**src/rtl/rr_mux_n.sv**
```systemverilog
// N-channel arbitrated mux with a single registered valid/ready output stage.
// Round-robin or fixed-priority grant; one word per cycle when out_ready is high.
module rr_mux_n #(
  parameter int WIDTH    = 64,
  parameter int CHANNELS = 4,
  parameter int RR       = 1,
  parameter int SELW     = $clog2(CHANNELS)
) (
  input  logic                      clk,
  input  logic                      reset,
  input  logic [CHANNELS*WIDTH-1:0] in_data,
  input  logic [CHANNELS-1:0]       in_valid,
  output logic [CHANNELS-1:0]       in_ready,
  output logic [WIDTH-1:0]          out_data,
  output logic [SELW-1:0]           out_chan,
  output logic                      out_valid,
  input  logic                      out_ready
);

  logic [WIDTH-1:0] chan_data [CHANNELS];
  logic [WIDTH-1:0] out_data_q, out_data_d;
  logic [SELW-1:0]  out_chan_q, out_chan_d;
  logic             out_valid_q, out_valid_d;
  logic [SELW-1:0]  ptr_q, ptr_d;

  logic             load;
  logic             found;
  logic             gnt;
  logic [SELW-1:0]  sel;
  logic [SELW-1:0]  idx;

  for (genvar g = 0; g < CHANNELS; g++) begin : g_unpack
    assign chan_data[g] = in_data[g*WIDTH +: WIDTH];
  end

  // Search covers all CHANNELS positions, so the ptr channel
  // itself is reached last and can be re-granted.
  always_comb begin
    load  = ~out_valid_q | out_ready;
    found = 1'b0;
    sel   = '0;
    idx   = '0;
    for (int k = 0; k < CHANNELS; k++) begin
      if (RR != 0)
        idx = SELW'((int'(ptr_q) + 1 + k) % CHANNELS);
      else
        idx = SELW'(k);
      if (!found && in_valid[idx]) begin
        found = 1'b1;
        sel   = idx;
      end
    end
    gnt = load & found & ~reset;
  end

  always_comb begin
    in_ready = '0;
    if (gnt)
      in_ready[sel] = 1'b1;
  end

  always_comb begin
    out_data_d  = out_data_q;
    out_chan_d  = out_chan_q;
    out_valid_d = out_valid_q;
    ptr_d       = ptr_q;
    if (gnt) begin
      out_data_d  = chan_data[sel];
      out_chan_d  = sel;
      out_valid_d = 1'b1;
      ptr_d       = sel;
    end else if (load) begin
      out_valid_d = 1'b0;
    end
  end

  always_ff @(posedge clk) begin
    if (reset) begin
      out_data_q  <= '0;
      out_chan_q  <= '0;
      out_valid_q <= 1'b0;
      ptr_q       <= SELW'(CHANNELS - 1);
    end else begin
      out_data_q  <= out_data_d;
      out_chan_q  <= out_chan_d;
      out_valid_q <= out_valid_d;
      ptr_q       <= ptr_d;
    end
  end

  assign out_data  = out_data_q;
  assign out_chan  = out_chan_q;
  assign out_valid = out_valid_q;

endmodule

```
**config.mk**
```make
export PLATFORM = sky130hd
export DESIGN_NAME = rr_mux_n
export DESIGN_NICKNAME = d
export VERILOG_FILES = /design/src/rtl/rr_mux_n.sv
export SDC_FILE = /design/constraint.sdc
export NUM_CORES = 1
export LEC_CHECK = 0
export BUFFER_PORTS_ARGS = -buffer_cell sky130_fd_sc_hd__buf_2
export CORE_AREA = 2 2 131 133
export DETAILED_ROUTE_END_ITERATION = 8
export DIE_AREA = 0 0 133 135
export PLACE_DENSITY = 0.59
export SLEW_MARGIN = 15
export SYNTH_ARGS = -nofsm -noshare
export SYNTH_HDL_FRONTEND = slang
export SYNTH_SLANG_ARGS = --single-unit
export TNS_END_PERCENT = 100
```
**constraint.sdc**
```tcl
create_clock -name clk -period 2.15 [get_ports clk]
set_input_delay 0.215 -clock clk [delete_from_list [all_inputs] [get_ports clk]]
set_output_delay 0.215 -clock clk [all_outputs]
set_load 0.03 [all_outputs]
```
# == Yosys cells after proc, flatten, opt, wreduce, memory -nomap -nowiden ==
# Index checks and enable logic that the tools add are counted.
# Widths: inputs -> output; s select.
# op_classes
n_eq_ne,0
bitwise,6
n_reduce_logical,8
mul,0
shift,0
addsub,4
div,0
muxes,24
n_lt_le_gt_ge,7
# ops
op,n
$bmux 64 s2,1
$mux 64,2
$lt 2x3->1 const B,5
$mux 1,11
$bmux 1 s2,4
$mux 2,4
$add 2x2->2 const B,3
$logic_and 1x1->1,4
$mux 4,1
$ge 3x3->1 const B,1
$logic_not 1->1,3
$not 2->3,1
$add 2x1->2 const B,1
$and 1x1->1,2
$demux 1 s2,1
$ge 2x1->1 const B,1
$not 1->1,2
$reduce_bool 2->1,1
$or 1x1->1,1
# word_totals
romBits,0
ramBits,0
input_bits,263
latch_bits,0
out_inout_bits,71
mem_count,0
elab_cells,53
register_bits,69

# == Depth between registers and ports, before layout ==
# Gate-level depths: netlist of the first run.
# logic_depth
depth_word,18
depth_mapped,7
mapped_depth_nobuf,5

# == Worst setup path before layout of the first run ==
# No wires, ideal clock.
# synth_timing
path_kind,register to output
start,"register out_valid_q, in the netlist out_valid"
end,output port in_ready[0]
t_arrival_ns,1.692
setup_slack_ns,0.243
stages_incl_launch_ff,7
required_ns,1.935
path_buffers,2
cell_sequence,dfxtp_1 > nor2b_1 > or3_1 > buf_2 > nor2_1 > buf_2 > and2_1
# synth_between
elab_chain_cells,5
# synth_lines
element,line,text
from (decl),23,"logic out_valid_q, out_valid_d;"
from (signal assigned),86,out_valid_q <= out_valid_d;
$not 1->1,39,load = ~out_valid_q | out_ready;
$or 1x1->1,39,
$and 1x1->1 (2 in a row),53,gnt = load & found & ~reset;
$mux 4,58,if (gnt)
to (decl),13,"output logic [CHANNELS-1:0] in_ready,"
# No other way between the ends.

# == Worst setup path in the final report of the first run ==
# layout_timing
start,register ptr_q[1]
end,output port in_ready[0]
# layout_between
elab_chain_cells,18
word_cells_on_any_way,34
cone_classes,add/sub (4); order compare (2); mux (19); bitwise (2); reduce/logical (7)
# layout_lines
element,line,text
from (decl),24,"logic [SELW-1:0] ptr_q, ptr_d;"
from (signal assigned),82,ptr_q <= SELW'(CHANNELS - 1);
from (signal assigned),87,ptr_q <= ptr_d;
$add 2x1->2 *,45,idx = SELW'((int'(ptr_q) + 1 + k) % CHANNELS);
branches (longest 16 deep; another with $lt 2x3->1),--,
$mux 4 *,58,
# Every way passes the cells marked *. The select of a mux whose other input is x is not followed.

==> impl_metrics.csv, run 1 <==
group,metric,value,unit
final_layout,post-route-util,43.8,%
clock_tree,cts_hold_buf,0,
clock_tree,htreeDepth,3,
clock_tree,clk_latency,330,ps
grt,grt_pass1_wl,28.3,mm
timing,fin_crit_sh,95.3,%
detailed_routing,top_layer_used,"met4",
clock_tree,root_buffer,"clkbuf_16",
power_and_ir_drop,pwr-share-clk,29.0,%
floorplanning,initial_utilization,29.3,%
final_layout,diodes,0,
power_and_ir_drop,internal_power,3.55,mW
power_and_ir_drop,power_frac_comb,41.9,%
clock_tree,numClockSinks,69,
synthesis,synth.distinct_cells,37,
final_layout,drive_gt1_share,48.2,%
run_status,status,"finished clean",
synthesis,yosysMostFrequentCell,"nand4_1",
clock_tree,tritoncts,"done",
timing,period_minus_slack,2050,ps
setup_path,worst-path-max-fanout,8,
detailed_routing,route.detailed.drc,0,
floorplanning,die_y,135,um
setup_path,cp.arrival,1830,ps
grt,grt_usage,19.8,%
final_layout,multi_input_area,3020,um^2
clock_tree,clockBufferDepth,2,
power_and_ir_drop,ir_drop,0.415,mV
floorplanning,core_area,16400,um^2
setup_path,max_stage_delay,390,ps
setup_path,timing.critical_path.buf_inv,1,
detailed_routing,drtIter0Drc,277,
timing,drv_slew,0,
timing,tightest_slew,424,ps
detailed_routing,wl,18.7,mm
synthesis,synthArstFlopShare,0,%
place,post-dp-hpwl,14.1,mm
floorplanning,die_area,18000,um^2
timing,fin_skew,4.64,ps
setup_path,worstSetupPathType,"reg2out",
detailed_routing,wl_met3,1.11,mm
setup_path,cp_data_required_time,1930,ps
setup_path,end_kind,"output port",
detailed_routing,dr.pass1.iters,4,
synthesis,ys_top_cells_by_area,"dfxtp_1 (29%), mux2i_1 (13%), nand4_1 (9.4%)",
timing,relSlewSlack,71.6,%
timing,finalSetupViolCount,0,
clock_tree,clkSlewWorstSetupHoldPaths,60,ps
synthesis,synth_fp_nets,822,
final_layout,regArea,1380,um^2
timing,rsz0062_at_grt,"no",
synthesis,yosysWarnings,0,
timing,hold_viol_final,0,
floorplanning,rows,47,
grt,grt_overflow,0,
power_and_ir_drop,power_leakage,3.35,nW
power_and_ir_drop,p_sw,2.15,mW
place,gp_congestion,0.823,
grt,first_global_vias,5097,
detailed_routing,viasPerCell,5.08,
synthesis,ys.flop_type,"dfxtp_1",
detailed_routing,post_drt_wl_per_cell,17.1,um
synthesis,syn_inst,559,
detailed_routing,wl_met2,9.06,mm
synthesis,netlist_area,4800,um^2
power_and_ir_drop,cellPowerDensity,794,nW/um^2
synthesis,synth-edff-count,0,
detailed_routing,wl_met1,8.16,mm
setup_path,critPathTopFamily,"simple AND/OR/NAND/NOR gates",
setup_path,path_common_cell,"nor2_1",
setup_path,path_cells,"o21ai_0, nor2_1, nor2_1, nor2_4, and2_1, clkbuf_4",
final_layout,area_growth,49.5,%
hold_path,hold_class,"in2reg",
power_and_ir_drop,seq_power_share,29.1,%
synthesis,postSynthAreaPerCell,8.59,um^2
place,portBuffers,333,
flow_run,max_cap_viol_count,0,
timing,clock.fmax,0.488,GHz
setup_path,worst_path_max_delay_cell,"dfxtp_2",
synthesis,synth_top_area_share,28.8,%
final_layout,fill_cells,1669,
synthesis,ys_seq_area_share,28.8,%
synthesis,synth_common_cells,"nand4_1 (72), dfxtp_1 (69), mux2i_1 (64), nand2_1 (38), o211ai_1 (36)",
setup_path,start_kind,"flip-flop",
power_and_ir_drop,p_sw_share,37.7,%
detailed_routing,routed-via-count,5552,
detailed_routing,final_antenna_net_count,0,
timing,tns,0,ps
grt,antenna_found_initial,0,
grt,grt_start_max_net_pins,73,
clock_tree,cts_buffers,9,
final_layout,fin_nets,1131,
synthesis,ys_ff_latch,69,
synthesis,yosysTopAreaCell,"dfxtp_1",
floorplanning,die_width,133,um
floorplanning,num_io_pins,334,
[repair_timing]
action | 4_1_cts | 5_1_grt
pin swaps | 0 | 2
setup endpoints to repair | 3 | 4
resized for setup | 6 | 7
setup buffers | 1 | 1
cloned | 0 | 1
[through the flow]
| stage | power (mW) | setup slack, ps | area, um^2 | hold slack (ps) | instances |
|---|---|---|---|---|---|
| after floorplan | 3.21 | 243 | 4800 | 427 | 559 |
| after global placement | 4.02 | 287 | 6760 | 440 | 1074 |
| after detailed placement | 4.03 | 265 | 6760 | 451 | 1074 |
| after CTS | 5.72 | 9.74 | 7120 | 165 | 1091 |
| after global routing | 6.00 | 3.73 | 7180 | 182 | 1093 |
| final | 5.70 | 100 | 7180 | 176 | 1093 |
[worst reg2reg max path, delay by kind of cell (launching register included)]
kind | cells | cell delay [ps]
AND/OR/NAND/NOR | 1 | 200
flip-flops | 1 | 340
AO/OA/AOI/OAI | 4 | 700
buffers and inverters | 3 | 570
[power by group through the flow]
stage	clock network (mW)	registers, mW	logic, mW
global placement	0	1.68	2.34
global route	1.75	1.69	2.56
finish	1.65	1.66	2.39
floorplan	0	2.15	1.06
CTS	1.69	1.65	2.38
detailed placement	0	1.68	2.36
[layout by cell type (no fill, tap or decap), types with 2 or more instances in the layout]
cell type	count
nand2b_1	29
a211oi_1	28
mux2_2	21
o21ai_0	4
clkbuf_16	10
nor2_4	2
buf_4	21
clkbuf_8	2
o211ai_1	36
a221oi_2	5
mux2i_1	64
a221oi_1	23
mux2_1	15
a21oi_1	3
buf_2	331
nor2_1	6
dfxtp_2	2
bufinv_16	2
nand2_1	38
a31oi_1	28
inv_1	29
o21ai_2	2
nand4_1	72
nor2b_1	3
clkbuf_1	2
dfxtp_1	67
buf_12	10
[metal layers]
layer  vias to the layer above  GRT usage [%]
met4                         0           6.93
li1                       2761              -
met5                         -              0
met1                      2544           26.0
met2                       220           32.9
met3                        27           3.64
[flip-flops by register name, summed over array words and instances, names as in the netlist]
name,flops
ptr_q,2
out_chan,2
out_valid,1
out_data,64
[cells by family (layout without fill, tap and decap cells)]
family                 after synthesis  in the layout  synth area share [%]
AO/OA/AOI/OAI                      133            133                  21.1
flip-flops                          69             69                  28.8
buffers and inverters               96            410                  9.35
multiplexers                       100            100                  21.8
AND/OR/NAND/NOR                    161            161                  19.0
[worst paths after layout]
check / slack (ps) / to / cells past startpoint / from
hold reg to reg: 460 / out_chan[1] / 2 / out_chan[1]
hold / removal: 180 / out_data[10] / 3 / in_data[74]
setup / recovery: 100 / in_ready[0] / 6 / ptr_q[1]
setup reg to reg: 210 / out_data[63] / 8 / ptr_q[0]
[layout make-up]
| class | count | share of cell area [%] |
|---|---|---|
| Inverter | 29 | 1.52 |
| Clock inverter | 3 | 0.941 |
| Tap cell | 220 | 3.83 |
| Sequential cell | 69 | 19.3 |
| Clock buffer | 13 | 3.63 |
| Multi-Input combinational cell | 394 | 42.1 |
| Timing Repair Buffer | 365 | 28.7 |
Power figures use the tool's default switching activity.
==> run 2: changes to the inputs <==
- PLACE_DENSITY: 0.59 -> 0.63
==> impl_metrics.csv, run 2 (synthesized netlist as in run 1, its figures left out) <==
group,metric,value,unit
floorplanning,die_area,18000,um^2
grt,first_global_vias,5387,
setup_path,worst_path_max_delay_cell,"dfxtp_2",
setup_path,cp.arrival,1840,ps
flow_run,max_cap_viol_count,0,
power_and_ir_drop,ir_drop,0.406,mV
floorplanning,core_area,16400,um^2
grt,grt_start_max_net_pins,73,
place,post-dp-hpwl,13.7,mm
detailed_routing,viasPerCell,5.12,
timing,hold_viol_final,0,
timing,fin_skew,5.40,ps
power_and_ir_drop,power_leakage,3.29,nW
timing,clock.fmax,0.486,GHz
setup_path,cp_data_required_time,1930,ps
final_layout,drive_gt1_share,47.6,%
clock_tree,cts_buffers,9,
detailed_routing,wl,18.3,mm
power_and_ir_drop,cellPowerDensity,764,nW/um^2
grt,antenna_found_initial,1,
floorplanning,initial_utilization,29.3,%
grt,grt_usage,19.4,%
detailed_routing,drtIter0Drc,339,
clock_tree,cts_hold_buf,0,
final_layout,largest_register_ffs,64,
timing,period_minus_slack,2060,ps
timing,drv_slew,0,
hold_path,holdPathEnd,"out_valid",
timing,finalSetupViolCount,0,
final_layout,fin_nets,1126,
timing,tightest_slew,474,ps
timing,relSlewSlack,68.2,%
timing,holdWs,115,ps
clock_tree,clkSlewWorstSetupHoldPaths,60,ps
setup_path,path_common_cell,"buf_4",
floorplanning,rows,47,
detailed_routing,post_drt_wl_per_cell,16.8,um
setup_path,path_cells,"nand2b_4, a21o_1, buf_4, nand2_1, a21oi_1, buf_4, buf_12, nor2_1, buf_4",
clock_tree,clk_latency,340,ps
clock_tree,numClockSinks,69,
clock_tree,htreeDepth,3,
setup_path,worstSetupPathType,"reg2out",
floorplanning,num_io_pins,334,
floorplanning,die_y,135,um
timing,tns,0,ps
setup_path,critPathTopFamily,"buffers and inverters",
place,portBuffers,333,
setup_path,worst-path-max-fanout,6,
detailed_routing,dr.pass1.iters,5,
run_status,status,"finished clean",
setup_path,end_kind,"output port",
clock_tree,clockBufferDepth,2,
setup_path,r2r-end,"out_data[9]",
clock_tree,tritoncts,"done",
final_layout,final_cell_mix,"buf_2 (330), nand4_1 (72), dfxtp_1 (67)",
timing,fin_crit_sh,95.7,%
setup_path,max_stage_delay,330,ps
detailed_routing,routed-via-count,5575,
setup_path,rr_worst_depth,7,
setup_path,crit-reg2reg-launch,"ptr_q[0]",
detailed_routing,final_antenna_net_count,0,
final_layout,area_growth,47.3,%
detailed_routing,route.detailed.drc,0,
power_and_ir_drop,finalPower,5.41,mW
setup_path,rrSetupSlack,250,ps
hold_path,hp-start,"reset",
place,gp_congestion,0.849,
final_layout,diodes,0,
setup_path,start_kind,"flip-flop",
setup_path,timing.critical_path.buf_inv,4,
floorplanning,die_width,133,um
hold_path,hold_depth,2,
hold_path,hold_class,"in2reg",
grt,grt_pass1_wl,27.9,mm
final_layout,final_common_cell,"buf_2",
grt,grt_overflow,0,
clock_tree,root_buffer,"clkbuf_16",
[run 2: what timing repair did]
item	4_1_cts	5_1_grt
pin swaps	0	3
setup buffers	1	2
setup endpoints to repair	2	4
resized for setup	5	6
[run 2: area by class of cell]
type                    count  area (um^2)
clock buffers              15          268
clock inverters             1         5.00
fillers                  1619         9330
inverters                  29          109
multi-input cells         394         3010
flip-flops and latches     69         1380
well taps                 220          275
repair buffers            360         2020
[run 2: metrics by stage]
stage               cells  setup WS (ps)  instance area [um^2]  util [%]
floorplan             559            243                  4800         -
global placement     1069            307                  6730      41.0
detailed placement   1069            253                  6730      41.0
CTS                  1086           3.22                  7040      42.9
global route         1088          -15.2                  7070      43.1
finish               1088           93.0                  7070      43.1
[run 2: worst reg2reg max path: stages, from the launching register on]
cell,delay [ps]
dfxtp_2,350
nand2b_4,130
a21o_1,140
buf_4,130
and3_4,220
buf_12,310
mux2i_1,390
o211ai_1,110
[run 2: how the worst max path moves through the flow]
| stage | startpoint | to | cells past startpoint |
|---|---|---|---|
| finish | ptr_q[0] | in_ready[3] | 9 |
| global route | ptr_q[0] | in_ready[3] | 9 |
| CTS | ptr_q[0] | in_ready[2] | 8 |
| detailed placement | ptr_q[0] | out_data[13] | 6 |
| global placement | in_valid[3] | out_data[62] | 7 |
| floorplan | out_valid | in_ready[0] | 6 |
[run 2: report_power, final]
group / internal (mW) / switching [mW] / leakage, nW
Sequential: 1.53 / 0.128 / 0.577
Combinational: 0.921 / 1.44 / 2.58
Clock: 0.844 / 0.546 / 0.134
[run 2: layer usage]
layer / GRT usage, % / wire length (um) / up-vias
met3: 5.63 / 1150 / 33
met5: 0 / 7 / -
met1: 24.1 / 7770 / 2591
li1: - / - / 2745
met4: 5.56 / 371 / 2
met2: 32.8 / 8950 / 204
==> run 3: changes to the inputs <==
- REMOVE_ABC_BUFFERS: unset -> 1
- SLEW_MARGIN: 15 -> unset
==> impl_metrics.csv, run 3 (synthesized netlist as in run 1, its figures left out) <==
group,metric,value,unit
run_status,status,"finished clean",
floorplanning,rows,47,
hold_path,hold_class,"in2reg",
power_and_ir_drop,pwr-share-clk,27.3,%
power_and_ir_drop,p_sw_share,38.5,%
floorplanning,die_width,133,um
floorplanning,initial_utilization,29.3,%
timing,fin_skew,9.05,ps
clock_tree,clkSlewWorstSetupHoldPaths,60,ps
detailed_routing,wl,18.8,mm
setup_path,cp_data_required_time,1930,ps
detailed_routing,post_drt_wl_per_cell,17.3,um
clock_tree,cts_hold_buf,0,
final_layout,fin_area,7150,um^2
final_layout,area_growth,48.9,%
final_layout,largest_register_ffs,64,
timing,period_minus_slack,2030,ps
grt,grt_pass1_wl,28.1,mm
timing,rsz0062_at_grt,"no",
power_and_ir_drop,seq_power_share,29.5,%
grt,antenna_found_initial,1,
detailed_routing,route.detailed.drc,0,
grt,grt_usage,19.8,%
detailed_routing,final_antenna_net_count,0,
setup_path,worstSetupPathType,"reg2out",
timing,tightest_slew,502,ps
timing,clock.fmax,0.493,GHz
place,placed_area,6760,um^2
power_and_ir_drop,finalPower,5.63,mW
power_and_ir_drop,internal_power,3.47,mW
floorplanning,die_area,18000,um^2
setup_path,end_kind,"output port",
final_layout,final_cell_mix,"buf_2 (333), nand4_1 (72), dfxtp_1 (67)",
final_layout,drive_gt1_share,47.8,%
timing,holdWs,186,ps
setup_path,start_kind,"flip-flop",
power_and_ir_drop,power_frac_comb,43.2,%
clock_tree,htreeDepth,3,
timing,hold_viol_final,0,
final_layout,final_common_cell,"buf_2",
clock_tree,tritoncts,"done",
clock_tree,root_buffer,"clkbuf_16",
grt,grt_start_max_net_pins,76,
floorplanning,core_area,16400,um^2
clock_tree,clockBufferDepth,2,
grt,grt_overflow,0,
floorplanning,die_y,135,um
setup_path,worst-path-max-fanout,30,
place,post-dp-hpwl,13.7,mm
timing,finalSetupViolCount,0,
grt,first_global_vias,5272,
power_and_ir_drop,power_leakage,3.34,nW
clock_tree,clk_latency,330,ps
power_and_ir_drop,p_sw,2.17,mW
final_layout,fin_nets,1127,
setup_path,cp.arrival,1810,ps
flow_run,max_cap_viol_count,0,
timing,relSlewSlack,66.2,%
detailed_routing,drtIter0Drc,397,
detailed_routing,routed-via-count,5636,
power_and_ir_drop,cellPowerDensity,788,nW/um^2
place,portBuffers,333,
floorplanning,num_io_pins,334,
detailed_routing,viasPerCell,5.17,
clock_tree,cts_buffers,9,
timing,tns,0,ps
detailed_routing,dr.pass1.iters,5,
place,gp_congestion,0.903,
timing,drv_slew,0,
timing,fin_crit_sh,94.4,%
clock_tree,numClockSinks,69,
power_and_ir_drop,ir_drop,0.405,mV
==> run 3: path summary, 6_finish.rpt <==
| path | endpoint | slack (ps) | from | depth (start not counted) |
|---|---|---|---|---|
| worst max-delay path | in_ready[3] | 120 | ptr_q[0] | 6 |
| worst min-delay path | out_data[26] | 190 | in_data[90] | 3 |
| worst max register to register | out_data[39] | 190 | ptr_q[0] | 7 |
| worst min register to register | out_chan[1] | 460 | out_chan[1] | 2 |
==> run 3: metrics by stage <==
stage               worst slack [ps]  util [%]  std cells
finish                           120      43.6       1091
CTS                             30.4      43.5       1088
floorplan                      -4030         -        492
detailed placement               250      41.2       1070
global placement                 218      41.2       1070
global route                    35.6      43.6       1090
==> run 3: layer usage <==
metal | vias to the layer above | part of all wire [%] | global-route usage (%)
met3 | 24 | 6.5 | 5.37
met5 | - | 0 | 0
met2 | 235 | 49 | 32.8
met4 | 0 | 1.7 | 5.68
li1 | 2751 | - | -
met1 | 2626 | 43 | 25.3
==> run 3: repair_timing <==
item,in CTS,in global routing
cloned,1,0
setup endpoints to repair,4,3
resized for setup,5,3
pin swaps,1,1
setup buffers,1,1
==> run 3: worst max-delay path: stages, from the launching register on <==
cell and delay [ps]:
dfxtp_2 350, and2b_4 210, or2_2 340, nand3_1 130, buf_12 200, nor2_1 60, buf_2 170
==> run 3: power groups by stage <==
stage               sequential [mW]  clock [mW]  combinational [mW]
floorplan                      2.16           0                1.02
global placement               1.68           0                2.38
detailed placement             1.68           0                2.39
CTS                            1.66        1.59                2.44
global route                   1.69        1.64                2.59
finish                         1.66        1.54                2.43
==> run 3: layout make-up <==
class / instances / area (um^2)
tap: 220 / 275
clock buffer: 13 / 260
timing repair buffer: 361 / 2060
multi-input combinational: 394 / 3010
fill: 1651 / 9260
inverter: 29 / 109
antenna: 2 / 5.00
clock inverter: 3 / 43.8
sequential: 69 / 1380
